--- src/rtl/nvram_upload_ctrl.sv ---
// HPS save/restore controller for the 2^AW-byte EAROM/NVRAM shadow.
// Halts the CPU for the whole ioctl session, serves byte reads/writes and tracks a dirty flag.
module nvram_upload_ctrl #(
   parameter int          AW       = 6,
   parameter logic [7:0]  NV_INDEX = 8'd4,
   parameter int          RD_LAT   = 1
) (
   input  logic          clk_i,
   input  logic          btnCpuReset,
   input  logic          ioctl_upload,
   input  logic          ioctl_download,
   input  logic [7:0]    ioctl_index,
   input  logic          ioctl_rd,
   input  logic          ioctl_wr,
   input  logic [24:0]   ioctl_addr,
   input  logic [7:0]    ioctl_dout,
   output logic [7:0]    ioctl_din,
   output logic          ioctl_wait,
   output logic          cpu_pause,
   input  logic          cpu_paused,
   input  logic          cpu_nv_wr,
   output logic [AW-1:0] nv_addr,
   output logic          nv_we,
   output logic [7:0]    nv_wdata,
   input  logic [7:0]    nv_rdata,
   output logic          nv_dirty
);

   localparam logic [2:0] S_IDLE    = 3'd0;
   localparam logic [2:0] S_HOLD    = 3'd1;
   localparam logic [2:0] S_ACTIVE  = 3'd2;
   localparam logic [2:0] S_READ    = 3'd3;
   localparam logic [2:0] S_RELEASE = 3'd4;

   localparam logic [AW:0] COV_FULL = {1'b1, {AW{1'b0}}};

   typedef struct packed {
      logic        vld;
      logic        rd;
      logic [24:0] addr;
      logic [7:0]  data;
   } nv_req_t;

   logic [2:0]        state;
   logic              is_up;
   logic              wrote;
   logic [AW:0]       cov;
   logic [RD_LAT-1:0] vld_pipe;
   nv_req_t           pend;
   nv_req_t           live;
   nv_req_t           req;
   logic              sess, go, in_rng, rel, rel_clr;

   assign sess = (ioctl_upload | ioctl_download) && (ioctl_index == NV_INDEX);

   // Only strobes that match the session direction are considered at all.
   always_comb begin
      live      = '0;
      live.rd   = sess & ioctl_rd & is_up;
      live.vld  = live.rd | (sess & ioctl_wr & ~is_up);
      live.addr = ioctl_addr;
      live.data = ioctl_dout;
   end

   // A fresh strobe overrides whatever was parked while waiting for the CPU.
   assign req     = live.vld ? live : pend;
   assign in_rng  = ~|req.addr[24:AW];
   assign go      = sess && ((state == S_ACTIVE) || ((state == S_HOLD) && cpu_paused));
   assign rel     = !sess && ((state == S_HOLD) || (state == S_ACTIVE));
   assign rel_clr = rel && (is_up ? (cov == COV_FULL) : wrote);

   always_ff @(posedge clk_i or negedge btnCpuReset) begin
      if (!btnCpuReset) begin
         state      <= S_IDLE;
         ioctl_din  <= 8'hFF;
         ioctl_wait <= 1'b0;
         cpu_pause  <= 1'b0;
         nv_addr    <= '0;
         nv_we      <= 1'b0;
         nv_wdata   <= '0;
         nv_dirty   <= 1'b0;
         is_up      <= 1'b0;
         wrote      <= 1'b0;
         cov        <= '0;
         vld_pipe   <= '0;
         pend       <= '0;
      end else begin
         nv_we <= 1'b0;

         case (state)
            S_IDLE: begin
               if (sess) begin
                  state      <= S_HOLD;
                  cpu_pause  <= 1'b1;
                  ioctl_wait <= 1'b1;
                  is_up      <= ioctl_upload;
                  wrote      <= 1'b0;
                  cov        <= '0;
                  pend       <= '0;
               end
            end
            S_HOLD: begin
               if (!sess) begin
                  state      <= S_RELEASE;
                  ioctl_wait <= 1'b0;
                  pend       <= '0;
               end else if (!cpu_paused && live.vld) begin
                  pend <= live;
               end
            end
            S_ACTIVE: begin
               if (!sess) state <= S_RELEASE;
            end
            S_READ: begin
               vld_pipe <= vld_pipe << 1;
               if (vld_pipe[RD_LAT-1]) begin
                  ioctl_din  <= nv_rdata;
                  ioctl_wait <= 1'b0;
                  state      <= S_ACTIVE;
               end
            end
            S_RELEASE: begin
               cpu_pause <= 1'b0;
               state     <= S_IDLE;
            end
            default: state <= S_IDLE;
         endcase

         // Shared service path: a live strobe in ACTIVE, or the parked one on entry to ACTIVE.
         if (go) begin
            pend.vld   <= 1'b0;
            state      <= S_ACTIVE;
            ioctl_wait <= 1'b0;
            if (req.vld) begin
               if (req.rd) begin
                  if (in_rng) begin
                     nv_addr    <= req.addr[AW-1:0];
                     ioctl_wait <= 1'b1;
                     vld_pipe   <= RD_LAT'(1);
                     state      <= S_READ;
                     if (cov == {1'b0, req.addr[AW-1:0]}) cov <= cov + 1'b1;
                  end else begin
                     ioctl_din <= 8'hFF;
                  end
               end else if (in_rng) begin
                  nv_addr  <= req.addr[AW-1:0];
                  nv_wdata <= req.data;
                  nv_we    <= 1'b1;
                  wrote    <= 1'b1;
               end
            end
         end

         if (rel_clr)   nv_dirty <= 1'b0;
         if (cpu_nv_wr) nv_dirty <= 1'b1;
      end
   end

endmodule

--- config.mk ---
export PLATFORM = sky130hd
export DESIGN_NAME = nvram_upload_ctrl
export DESIGN_NICKNAME = d
export VERILOG_FILES = /design/src/rtl/nvram_upload_ctrl.sv
export SDC_FILE = /design/constraint.sdc
export NUM_CORES = 1
export LEC_CHECK = 0
export ABC_CLOCK_PERIOD_IN_PS = 5200
export BUFFER_PORTS_ARGS = -buffer_cell sky130_fd_sc_hd__buf_2
export CAP_MARGIN = 40
export CORE_ASPECT_RATIO = 0.75
export CORE_MARGIN = 10
export CORE_UTILIZATION = 61
export CTS_BUF_LIST = sky130_fd_sc_hd__clkbuf_4 sky130_fd_sc_hd__clkbuf_8
export DETAILED_ROUTE_END_ITERATION = 8
export PLACE_DENSITY_LB_ADDON = 0.1
export SLEW_MARGIN = 20
export SYNTH_ARGS = -nofsm -noshare
export SYNTH_HDL_FRONTEND = slang
export SYNTH_SLANG_ARGS = --single-unit
--- constraint.sdc ---
create_clock -name clk_i -period 5.2 [get_ports clk_i]
set_input_delay 0.52 -clock clk_i [delete_from_list [all_inputs] [get_ports clk_i]]
set_output_delay 0.52 -clock clk_i [all_outputs]
set_load 0.05 [all_outputs]
==> impl_metrics.toml, run 1 <==
[run_status]
outcome = "finished, final reports clean"

[synthesis]
ys.flop_type = "dfrtp_1"
ys_types = 58
syn_area_per_cell_sq_um = 9.40
synth_nets = 461
synthArstFlopShare_pct = 100
synth.cell_area_sq_mm = 0.00378
synth_seq_cells = 74
yosysWarnings = 0
seq_area_frac_synth_pct = 49.3
syn_inst = 402
synth-edff-count = 0

[clock_tree]
post-cts-setup-buffers = 0
clkLatencyLatePin_ps = 350
cts.sinks = 74
cts_made_buffers = 9
cts_hold_buf = 0
h-tree-depth = 3
cts_resized = 0
root_buffer = "clkbuf_8"
tritoncts = "built"
cts.path.max_buffers = 2
clkTransAtPathRegs_ps = 70

[sta]
rsz0062_at_grt = "no"
fin_tns_setup_ps = 0
slew_headroom_pct = 61.1
post-route-period-util_pct = 57.6
worst_hold_slack_ps = 111
fmax_mhz = 334
fin_ws_ps = 2200
fin_worst_skew_ps = 5.42
setup_viol = 0
drv_slew = 0
hold_violations = 0
layout_min_cycle_time_ps = 3000
tightest_slew_ps = 579

[place]
dp_slack_ps = 1870
place_congestion = 0.932
dp_cells = 543
io_buffers = 82
placed_area_sq_mm = 0.00427
hpwl_mm = 7.25

[detailed_routing]
via_per_inst = 5.87
num_vias = 3281
avgRoutedWirePerCell_um = 17.2
drc_errors = 0
wl_mm = 9.60
antenna_left = 0
firstDrtPassIters = 4
drt-initial-drc-count = 229

[cells_and_area]
syn_to_final_growth_pct = 19.2
fin_nets = 535
finish.utilization_pct = 76.1
final_common_cell = "nand2_1"
final_cell_mix = "nand2_1, buf_2, dfrtp_1, o21ai_0, mux2i_1"
drive_gt1_share_pct = 27.0
finalNonFillerCells = 559
final.fill_count = 422
stdcell_area_sq_mm = 0.00450
diodes = 0

[die]
die_w_um = 111
dieArea_sq_mm = 0.00978
die_y_um = 88.2
rows = 24
core_area_sq_mm = 0.00592
io-pin-count = 83
start_util_pct = 63.9

[power_and_ir_drop]
leakage_nw = 2.15
vdd_drop_max_v = 0.000175
power_density_mw_per_mm2 = 308
finalPower_mw = 1.39

[global_route]
grt_start_max_net_pins = 48
antenna_found_initial = 0
grt_pass1_vias = 3411
grt_use_total_pct = 19.8
grt_pass1_wl_mm = 16.0
gr-total-overflow = 0

[worst_setup_path]
setup.worst_path.end_class = "flop"
r2r_cells = 6
critPathKind = "primary input to flop"
cp_data_arrival_time_ps = 3240
cp_max_fo = 47
crit_required_ps = 5450
cp-start-kind = "primary input"

[run]
cap_viol_max_count = 0

[hold_path]
hold_class = "primary input to asynchronous set/reset pin"
-- critical path, stage by stage --
cell and delay [ps]:
buf_2 100, or4b_1 640, nor3_1 500, nor2_1 130, or4_2 810, buf_12 270, a32o_1 260
-- kinds of logic after synthesis --
family / share of synthesized area [%]
flops: 49.3
simple gates: 22.1
compound gates: 15.7
fa+ha+maj: 0.662
xor+xnor: 0.695
buf+inv: 3.51
mux: 8.01
-- routing by layer --
metal,vias to the layer above,wire (um),GRT usage (%)
met5,-,0,0
met4,0,133,6.60
met3,17,733,5.94
met2,127,4380,31.0
met1,1565,4350,26.0
li1,1572,-,-
-- cell usage after synthesis, types with 3 or more instances --
cell type / count / share of area (%)
dfstp_2: 8 / 5.6
nand3_1: 5 / 0.66
or2_2: 4 / 0.66
nand2b_1: 6 / 0.99
o2111ai_1: 4 / 0.93
nand2_1: 91 / 9.0
nand4_1: 4 / 0.66
and2_1: 3 / 0.50
mux2i_1: 24 / 6.4
or3_1: 3 / 0.50
nor2b_1: 4 / 0.66
clkbuf_1: 20 / 2.0
o21ai_0: 57 / 7.5
o31ai_1: 5 / 0.99
nor2_1: 11 / 1.1
o21ai_1: 4 / 0.53
inv_1: 10 / 0.99
nor3_1: 10 / 1.3
dfrtp_1: 66 / 44
nor4_1: 14 / 2.3
-- sequential cells by signal (all words and copies together), names as in the netlist --
signal	flops
state	3
is_up	1
vld_pipe	1
nv_addr	6
cov	7
pend	35
nv_we	1
nv_dirty	1
ioctl_wait	1
wrote	1
cpu_pause	1
ioctl_din	8
nv_wdata	8
-- final cells by class --
| cell class | instances | area (sq um) | share of cell area [%] |
|---|---|---|---|
| Clock buffer | 12 | 159 | 3.53 |
| Clock inverter | 4 | 73.8 | 1.64 |
| Tap cell | 78 | 97.6 | 2.17 |
| Sequential cell | 74 | 1860 | 41.3 |
| Timing Repair Buffer | 87 | 483 | 10.7 |
| Inverter | 10 | 37.5 | 0.833 |
| Multi-Input combinational cell | 294 | 1790 | 39.8 |
-- where the power goes --
part	internal [mW]	total, mW	leakage, nW	switching, mW
logic	0.0806	0.243	1.06	0.162
clock network	0.302	0.513	0.120	0.211
registers	0.600	0.633	0.963	0.0336
total	0.982	1.39	2.15	0.407
-- worst paths after layout --
check	start	to	slack (ps)
worst max-delay path	ioctl_index[5]	pend[34]	2200
max in group asynchronous	btnCpuReset	pend[33]	4530
worst min register to register	nv_dirty	nv_dirty	470
worst max register to register	is_up	cov[1]	2520
min in group clk_i	cpu_nv_wr	nv_dirty	340
worst min-delay path	btnCpuReset	cov[4]	110
(Power assumes the default switching activity.)
==> run 2: changes to the inputs <==
- ABC_AREA: unset -> 1
- ABC_CLOCK_PERIOD_IN_PS: 5200 -> 2500
- CORE_UTILIZATION: 61 -> 51
- clock period: 5.2 -> 2.5 ns (I/O delays scaled with it)
==> run 2 against run 1 <==
Effect of this change:
- wire length fell by 6.8%
- non-clock buffer count rose by 2
- clock power rose by 81%
- first-iteration DRC count rose by 32%
- sequential power rose by 99%
- via count rose by 1.2%
- critical path type is now flop to flop
==> impl_metrics.toml, run 2 <==
[run_status]
outcome = "finished, final reports clean"

[synthesis]
synth_area_leaders = "dfrtp_1, nand2_1, o21ai_0"
yosysMostFrequentCell = "nand2_1"
synth_compound_area_share_pct = 11.6
yosysTopAreaCellShare_pct = 43.4
ys.flop_type = "dfrtp_1"
synth_area_leader_cell = "dfrtp_1"
synth_top_family_by_area = "simple AND/OR/NAND/NOR gates"
synth_nets = 530
seq_area_frac_synth_pct = 48.9
synth_xor_area_share_pct = 0.920
synth_common_cells = "nand2_1, dfrtp_1, o21ai_0"
synth_fa_ha_area_share_pct = 0.657
synth-edff-count = 0
synth_seq_cells = 74
synthArstFlopShare_pct = 100
ys_types = 37
yosys.area_share.simple_pct = 29.2
syn_inst = 471
synthMuxAreaShare_pct = 1.84
syn_area_per_cell_sq_um = 8.08
yosysWarnings = 0
synth.cell_area_sq_mm = 0.00381

[clock_tree]
clkTransAtPathRegs_ps = 80
cts_resized = 0
cts.path.max_buffers = 2
cts_made_buffers = 9
h-tree-depth = 3
root_buffer = "clkbuf_8"
cts.sinks = 74
clkLatencyLatePin_ps = 350
tritoncts = "built"

[detailed_routing]
drt-initial-drc-count = 302
avgRoutedWirePerCell_um = 13.5
drc_errors = 0
num_vias = 3322
antenna_left = 0
met1_length_mm = 4.07
firstDrtPassIters = 5
via_per_inst = 5.02
wl_mm = 8.95
dr_wl_met2_mm = 4.19
highest_layer = "met4"
routed-wl-met3_um = 608

[global_route]
antenna_found_initial = 0
grt_use_total_pct = 16.0
grt_pass1_wl_mm = 14.9
gr-total-overflow = 0
grt_start_max_net_pins = 70
grt_pass1_vias = 3192

[power_and_ir_drop]
power_frac_seq_pct = 45.4
p_int_mw = 1.90
clkPwrFrac_pct = 33.6
p_switching_mw = 0.863
p_comb_share_pct = 21.0
swShare_pct = 31.2
vdd_drop_max_v = 0.000469
power_density_mw_per_mm2 = 609
leakage_nw = 2.26

[cells_and_area]
largest_reg_flops = 35
reg_top3 = "pend (35), ioctl_din (8), nv_wdata (8)"
multi_input_area_sq_mm = 0.00169
syn_to_final_growth_pct = 19.3
finalNonFillerCells = 662
finish.utilization_pct = 62.2
regArea_sq_mm = 0.00186
final_common_cell = "nand2_1"
fin_nets = 615
largest-register = "pend"
final.fill_count = 678
final_cell_mix = "nand2_1, buf_2, dfrtp_1, o21ai_0, nand3_1"
drive_gt1_share_pct = 26.2
diodes = 0

[run]
cap_viol_max_count = 0

[worst_setup_path]
worstSetupStartpoint = "is_up"
critPathKind = "flop to flop"
crit_family = "simple AND/OR/NAND/NOR gates"
crit_required_ps = 2730
crit_path_top_delay_cell = "dfrtp_1"
cp_max_fo = 17
cp-start-kind = "flop"
path_cells = "nor2_2 > nor2_4 > inv_4 > nand3_4 > a21oi_4 > nand3_4 > nor2_4 > inv_2 > nand2_1 > o21ai_2"
crit_buf_inv = 2
cpPeakStageDelay_ps = 430
setup.worst_path.end_class = "flop"
cp_data_arrival_time_ps = 2490
timing.rr.start = "is_up"

[place]
place_congestion = 0.942
hpwl_mm = 6.93
dp_cells = 645
io_buffers = 82

[sta]
rsz0062_at_grt = "no"
setup_viol = 0
hold_violations = 0
slew_headroom_pct = 67.5
tightest_slew_ps = 486
fin_tns_setup_ps = 0
post-route-period-util_pct = 90.3
layout_min_cycle_time_ps = 2260
fmax_mhz = 443
drv_slew = 0
fin_worst_skew_ps = 7.59

[die]
rows = 27
die_y_um = 94.8
die_w_um = 120
start_util_pct = 52.2
dieArea_sq_mm = 0.0114
core_area_sq_mm = 0.00730
io-pin-count = 83

[hold_path]
hold_path_startpoint = "cpu_nv_wr"
hold_class = "primary input to flop"
[run 2: final timing paths]
kind,depth (start not counted),slack [ps],end
max in group asynchronous,3,1490,ioctl_din[2]
hold / removal,2,80,nv_dirty
hold reg to reg,2,480,nv_wdata[0]
setup / recovery,10,240,nv_wdata[6]
setup reg to reg,10,240,nv_wdata[6]
min in group asynchronous,2,380,pend[6]
[run 2: final cells by class]
class | count | area share, %
clock inverter | 3 | 0.882
clock buffer | 13 | 3.39
inverter | 46 | 3.86
sequential | 74 | 41.0
timing repair buffer | 89 | 10.9
multi-input combinational | 336 | 37.2
tap | 101 | 2.78
[run 2: repair_timing]
| action | in CTS | in global routing |
|---|---|---|
| endpoints found under the hold margin | 32 | 0 |
| setup buffers | 0 | 0 |
| hold buffers | 1 | 0 |
[run 2: cells by family after synthesis]
kind of cell,Yosys count
XOR/XNOR,4
buffers and inverters,61
multiplexers,7
AO/OA/AOI/OAI,73
adder cells (fa/ha/maj),2
flip-flops,74
AND/OR/NAND/NOR,250
[run 2: routing by layer]
metal | GRT usage (%) | up-vias
met1 | 20.5 | 1533
met5 | 0 | -
met3 | 4.83 | 8
met2 | 25.6 | 81
li1 | - | 1700
met4 | 4.91 | 0
[run 2: per-stage QoR]
stage	instance area [sq um]	hold slack (ps)	setup WS, ps	total power [mW]
after CTS	4540	78.3	223	2.79
final	4540	84.5	241	2.77
after detailed placement	4340	234	213	1.86
after global placement	4320	439	317	1.86
after global routing	4540	92.7	60.7	2.91
after floorplan	3810	-45.6	705	1.70
[run 2: power groups by stage]
stage / clock network (mW) / registers [mW] / logic (mW)
2_1_floorplan: 0 / 1.33 / 0.368
3_5_place_dp: 0 / 1.28 / 0.585
6_report: 0.929 / 1.26 / 0.581
5_1_grt: 0.994 / 1.26 / 0.659
4_1_cts: 0.944 / 1.26 / 0.588
3_3_place_gp: 0 / 1.28 / 0.578
[run 2: worst register-to-register path, cell delays in order, from the launching register on]
cell and delay, ps:
dfrtp_1 430, nor2_2 210, nor2_4 70, inv_4 90, nand3_4 250, a21oi_4 360
nand3_4 230, nor2_4 170, inv_2 160, nand2_1 130, o21ai_2 50
